<file path="config.mk">
export PLATFORM = sky130hd
export DESIGN_NAME = adder_misr_compactor
export DESIGN_NICKNAME = d
export VERILOG_FILES = /design/src/rtl/adder_misr_compactor.sv
export SDC_FILE = /design/constraint.sdc
export NUM_CORES = 1
export LEC_CHECK = 0
export CORE_MARGIN = 5
export CORE_UTILIZATION = 47
export DETAILED_ROUTE_END_ITERATION = 10
export PLACE_DENSITY = 0.85
export SLEW_MARGIN = 15
export SYNTH_ARGS = -nofsm -noshare
export SYNTH_HDL_FRONTEND = slang
export SYNTH_SLANG_ARGS = --single-unit
</file>
<file path="constraint.sdc">
create_clock -name clk -period 3.8 [get_ports clk]
set_input_delay 0.76 -clock clk [delete_from_list [all_inputs] [get_ports clk]]
set_output_delay 0.76 -clock clk [all_outputs]
set_load 0.02 [all_outputs]
</file>
<file path="src/rtl/adder_misr_compactor.sv">
// BIST response compactor: folds each {co,sum} adder result into an (N+1)-bit MISR
// for PATTERNS results, then flags whether the final signature matches golden.
module adder_misr_compactor #(
    parameter int unsigned N        = 16,
    parameter int unsigned PATTERNS = 256,
    parameter logic [N:0]  POLY     = 17'h04001,
    parameter logic [N:0]  SEED     = 17'h00000,
    localparam int unsigned CW      = $clog2(PATTERNS + 1)
) (
    input  logic          clk,
    input  logic          rst,
    input  logic          start,
    input  logic          in_valid,
    input  logic [N-1:0]  sum,
    input  logic          co,
    input  logic [N:0]    golden,
    output logic          busy,
    output logic          done,
    output logic          pass,
    output logic [N:0]    signature,
    output logic [CW-1:0] count
);

    typedef enum logic [1:0] {StIdle, StRun, StDone} state_e;

    localparam logic [CW-1:0] LastCount = CW'(PATTERNS - 1);

    state_e     state_q;
    logic [N:0] sig_next;

    // One MISR step: shift left, feed back the dropped MSB through POLY, fold in the result.
    always_comb begin
        sig_next = {signature[N-1:0], 1'b0} ^ (signature[N] ? POLY : '0) ^ {co, sum};
    end

    always_ff @(posedge clk) begin
        if (rst) begin
            state_q   <= StIdle;
            signature <= SEED;
            count     <= '0;
            busy      <= 1'b0;
            done      <= 1'b0;
            pass      <= 1'b0;
        end else begin
            unique case (state_q)
                StIdle, StDone: begin
                    if (start) begin
                        state_q   <= StRun;
                        signature <= SEED;
                        count     <= '0;
                        busy      <= 1'b1;
                        done      <= 1'b0;
                        pass      <= 1'b0;
                    end
                end
                StRun: begin
                    if (in_valid) begin
                        signature <= sig_next;
                        count     <= count + 1'b1;
                        if (count == LastCount) begin
                            state_q <= StDone;
                            busy    <= 1'b0;
                            done    <= 1'b1;
                            pass    <= (sig_next == golden);
                        end
                    end
                end
                default: begin
                    state_q <= StIdle;
                    busy    <= 1'b0;
                    done    <= 1'b0;
                end
            endcase
        end
    end

endmodule
</file>
== Word level (Yosys, flattened, before mapping) ==
Cells that the tools add are included.

* Register bits after elaboration: 31
* Input port bits: 38
* Output and inout bits: 29
* Logic and storage cells: 44

* Add/sub/neg operators: 1
* Eq/ne operators: 7
* Muxes and demuxes: 22
* Bitwise logic cells: 2
* Reductions and logical operators: 6

{| class="wikitable"
|+ Operator list
! cell !! count
|-
| 17-bit 2-to-1 mux || 2
|-
| 17-bit one-hot mux with 2 select lines || 1
|-
| 9-bit 2-to-1 mux || 2
|-
| 9-bit one-hot mux with 2 select lines || 1
|-
| 17-bit equality test || 1
|-
| 17-bit by 15-bit XOR with 17-bit output || 1
|-
| 17-bit XOR || 1
|-
| 15-bit 2-to-1 mux || 1
|-
| 9-bit by 1-bit adder with 9-bit output (second input constant) || 1
|-
| 9-bit by 8-bit equality test with 1-bit output (second input constant) || 1
|-
| 1-bit 2-to-1 mux || 8
|-
| 2-bit 2-to-1 mux || 3
|-
| 2-bit != test (second input constant) || 3
|-
| 1-bit one-hot mux with 2 select lines || 3
|-
| 3-bit AND reduction || 2
|-
| 2-bit one-hot mux with 2 select lines || 1
|-
| 4-bit AND reduction || 1
|-
| 2-bit by 1-bit equality test with 1-bit output (second input constant) || 1
|-
| 2-bit equality test (second input constant) || 1
|-
| 2-bit logical NOT || 1
|-
| 2-bit nonzero test || 1
|-
| 2-bit OR reduction || 1
|}

== Longest topological paths before layout ==
* Depth in word-level cells: 7
* Gate-level depth with buffers: 8
* Mapped depth without buffers: 8

== Worst setup path after synthesis ==
Ideal clock, no wire load.

* Path kind: register to register
* Start: register count[0]
* End: register pass
* Data arrival time: 1.628 ns
* Data required time: 3.731 ns
* Path slack: 2.103 ns
* Cell stages (with the launch flop): 9
* Buffers on the path: 0
* Clock period less this slack: 1.697 ns
* Path through: dfxtp_1 -> ha_1 -> nand2_1 -> nor3_1 -> ha_1 -> nand4b_1 -> nor3_1 -> nand4_1 -> o21ai_1

* Word-level cells in the longest chain between the ends: 3

{| class="wikitable"
|+ Ends and longest elaborated chain
! element !! line !! source
|-
| from (decl) || 21 || <nowiki>output logic [CW-1:0] count</nowiki>
|-
| from (signal assigned) || 59 || <nowiki>count <= count + 1'b1;</nowiki>
|-
| 9-bit by 8-bit equality test with 1-bit output || 60 || <nowiki>if (count == LastCount) begin</nowiki>
|-
| 2-bit != test (no line) || - ||
|-
| 4-bit AND reduction (no line) || - ||
|-
| to (signal assigned) || 64 || <nowiki>pass <= (sig_next == golden);</nowiki>
|-
| to (decl) || 19 || <nowiki>output logic pass,</nowiki>
|}

Every way passes these cells.
A chain may end at the register's enable or synchronous reset.

== Worst setup path in the final report ==
* Start: input in_valid
* End: register signature[6]

* Word-level cells in the longest chain between the ends: 2

{| class="wikitable"
|+ Ends and longest elaborated chain
! element !! line !! source
|-
| from (decl) || 13 || <nowiki>input logic in_valid,</nowiki>
|-
| 2-bit != test (no line) || - ||
|-
| 3-bit AND reduction (no line) || - ||
|-
| to (signal assigned) || 58 || <nowiki>signature <= sig_next;</nowiki>
|-
| to (decl) || 20 || <nowiki>output logic [N:0] signature,</nowiki>
|}

Every way passes these cells.

==> results_tabular.tex <==
\begin{tabular}{lr}
\hline
Metric & Value \\
\hline
\multicolumn{2}{l}{\textbf{Status}} \\
Run status & finished, final reports clean \\
\multicolumn{2}{l}{\textbf{Floorplanning}} \\
Die area & 5100 µm² \\
Row Count & 22 \\
Overall die width & 71.4 µm \\
Number of I/O pins & 67 \\
Effective utilization at floorplan & 0.485 \\
Placeable core region & 3660 µm² \\
Die Height & 71.4 µm \\
\multicolumn{2}{l}{\textbf{Drt}} \\
Routed vias/inst & 5.29 \\
Total number of vias & 1519 \\
Detailed-router iteration count before antenna repair & 4 \\
Wire length per cell after detailed routing & 15.1 µm \\
Routed wire length & 4350 µm \\
Routed Antenna Nets & 0 \\
Iter 0 DRT Violations & 83 \\
Drt drc & 0 \\
\multicolumn{2}{l}{\textbf{Finish}} \\
Layout-stage area growth over the synthesis result & 46.1\% \\
Fraction of layout cells with a size suffix above 1 & 0.0586 \\
Most frequent standard cell in the layout excluding fill and tap cells & clkdlybuf4s50\_1 \\
Filler instances & 265 \\
Final std cells w/o fill & 287 \\
Antenna diode instance count & 0 \\
Commonest non-fill, non-tap cells in the layout & clkdlybuf4s50\_1 (66), dfxtp\_1 (30), nor2\_1 (29) \\
Number of nets in the layout & 278 \\
\multicolumn{2}{l}{\textbf{Yosys}} \\
Post-synth cell types & 33 \\
Post-synthesis instance area & 1770 µm² \\
Total of flip-flops plus latches after synthesis & 30 \\
Average size of a mapped cell & 10.3 µm² \\
Post-synth EDFFs & 0 \\
Cell taking the most area after synthesis & dfxtp\_1 \\
Yosys warning count & 0 \\
Fraction of synthesized cell area taken by the top area cell type & 0.339 \\
Post-Synthesis Cells & 173 \\
Share of flip-flops with an asynchronous set or reset & 0 \\
Proportion of synthesized chip area in sequential cells & 0.339 \\
Post-Syn Nets & 213 \\
Post-synth top flop & dfxtp\_1 \\
Most area-consuming cells after synthesis & dfxtp\_1 (34\%), xnor3\_1 (17\%), xor2\_1 (7.9\%), nor2\_1 (6.1\%), a22oi\_1 (5.1\%) \\
\multicolumn{2}{l}{\textbf{Critical path}} \\
Setup crit start kind & input port \\
Kind of end point of the critical path & flip-flop \\
Most frequent cell on the critical path & nor2\_1 \\
Maximum fanout count along the critical path & 15 \\
Class of the most critical setup path & in -> reg \\
WP data required & 3940 ps \\
Series of cell instances along the critical path & clkdlybuf4s50\_1 > and3b\_1 > nor2\_1 > buf\_4 > a22oi\_1 > nor2\_1 \\
Critical-path top delay cell & clkdlybuf4s50\_1 \\
Max incr delay on CP & 600 ps \\
Critical Path AT & 2680 ps \\
\multicolumn{2}{l}{\textbf{Flow run}} \\
Maximum Capacitance Violations & 0 \\
\multicolumn{2}{l}{\textbf{Global routing}} \\
Congestion Overflow GR & 0 \\
Global-route wire length before repair & 7150 µm \\
Largest net degree at the start of global routing & 27 \\
Antenna violations before repair & 0 \\
Global-route total usage across every layer & 0.178 \\
Via count of the first global-routing pass & 1513 \\
\multicolumn{2}{l}{\textbf{Clocking}} \\
Insertion delay to the later sink of the worst-skew pair & 280 ps \\
Clock input transition at the sequential cells of the worst setup and hold paths & 70 ps \\
Clock sinks & 30 \\
Total of hold buffers inserted after clock tree synthesis & 0 \\
Number of instances resized during post-cts repair & 0 \\
Clock buffer count from CTS & 5 \\
Number of levels the H-tree was split into & 2 \\
CTS max path bufs & 2 \\
Root Buffer & clkbuf\_8 \\
Post CTS Setup Buffer Count & 0 \\
Clock tree from TritonCTS & built \\
\multicolumn{2}{l}{\textbf{STA}} \\
Slew at the pin closest to its max-slew limit & 888 ps \\
Setup repair after global routing missed its margin & no \\
Final hold violation count & 0 \\
Crit path time final & 2540 ps \\
Fraction of the cycle the final worst path needs & 0.669 \\
Final slew viol count & 0 \\
Post-route clock skew & 6.84 ps \\
TNS Setup & 0 ps \\
Worst relative slew slack & 0.406 \\
Number of setup violations in the final report & 0 \\
Maximum clock frequency & 393 MHz \\
\multicolumn{2}{l}{\textbf{Placed design}} \\
Placed Cells incl. Taps & 279 \\
HPWL Detailed & 3410 µm \\
Number of buffers inserted by port buffering & 66 \\
Placer's final routability congestion estimate & 0.822 \\
\multicolumn{2}{l}{\textbf{Pwr}} \\
Combinational share of power & 0.182 \\
Maximum VDD drop & 223 µV \\
Net switching power figure & 0.000198 W \\
Share of total power consumed by net switching & 0.220 \\
PwrDens & 346 nW/µm² \\
Clk network pwr share & 0.445 \\
Static leakage power & 1.05 nW \\
Internal power contribution & 0.000699 W \\
Sequential Power Share & 0.373 \\
\multicolumn{2}{l}{\textbf{Min path}} \\
Worst hold path class & reg -> reg \\
\hline
\end{tabular}
final timing paths:
path / to / slack (ps) / start / cells after the start
max: signature[6] / 1260 / in_valid / 6
min reg2reg: pass / 470 / pass / 2
max reg2reg: signature[6] / 1770 / state_q[0] / 5
min: pass / 470 / pass / 2
Yosys cell counts, drive strengths merged (3+ instances only):
cell type / count
nor2: 29
xor2: 16
nand3b: 3
xnor2: 10
nor4b: 3
nand4b: 3
nand3: 3
a21oi: 12
buf: 6
and4: 3
xnor3: 13
a22oi: 12
clkbuf: 3
nand2: 6
dfxtp: 30
per-layer routing:
layer | global-route usage | wire length, µm
met5 | 0 | 0
met4 | 0.0793 | 99
met3 | 0.0379 | 287
met1 | 0.228 | 1880
met2 | 0.287 | 2080
through the flow:
step	power, W	util	hold slack (ps)	cell area (µm²)	setup slack (ps)
2_1_floorplan	0.000429	-	536	1770	2100
3_3_place_gp	0.000502	0.669	455	2450	1060
3_5_place_dp	0.000505	0.669	464	2450	1010
4_1_cts	0.000903	0.708	473	2590	1270
5_1_grt	0.000930	0.708	520	2590	1120
6_report	0.000896	0.708	474	2590	1260
area by class of cell:
type	instances	area, µm²	area share
tap	48	60.1	0.0232
clock inverter	2	60.1	0.0232
sequential	30	601	0.232
multi-input combinational	132	1110	0.429
clock buffer	6	82.6	0.0319
timing repair buffer	67	668	0.258
inverter	2	7.51	0.00290
critical path, delay by kind of cell:
family	cells	cell delay (ps)
compound gates	1	210
buf+inv	2	850
simple gates	3	850
power groups by stage:
stage	clock network, W	logic [W]	registers, W
after floorplan	0	0.0000826	0.000347
after global placement	0	0.000161	0.000342
after detailed placement	0	0.000163	0.000342
after CTS	0.000404	0.000164	0.000335
after global routing	0.000419	0.000175	0.000336
final	0.000399	0.000163	0.000335
sequential cells by signal, indices dropped and copies added (netlist names):
signal	flops
signature	17
count	9
busy	1
done	1
pass	1
state_q	1
logic make-up after synthesis:
| group | after synthesis | share of synthesized area |
|---|---|---|
| and+or+nand+nor | 59 | 0.183 |
| xor gates and xnor gates | 40 | 0.307 |
| AOI/OAI and AO/OA | 31 | 0.123 |
| DFF | 30 | 0.339 |
| buffers and inverters | 11 | 0.0346 |
| adders and majority gates | 2 | 0.0141 |
Note: power is estimated with default switching activity, not from simulation.
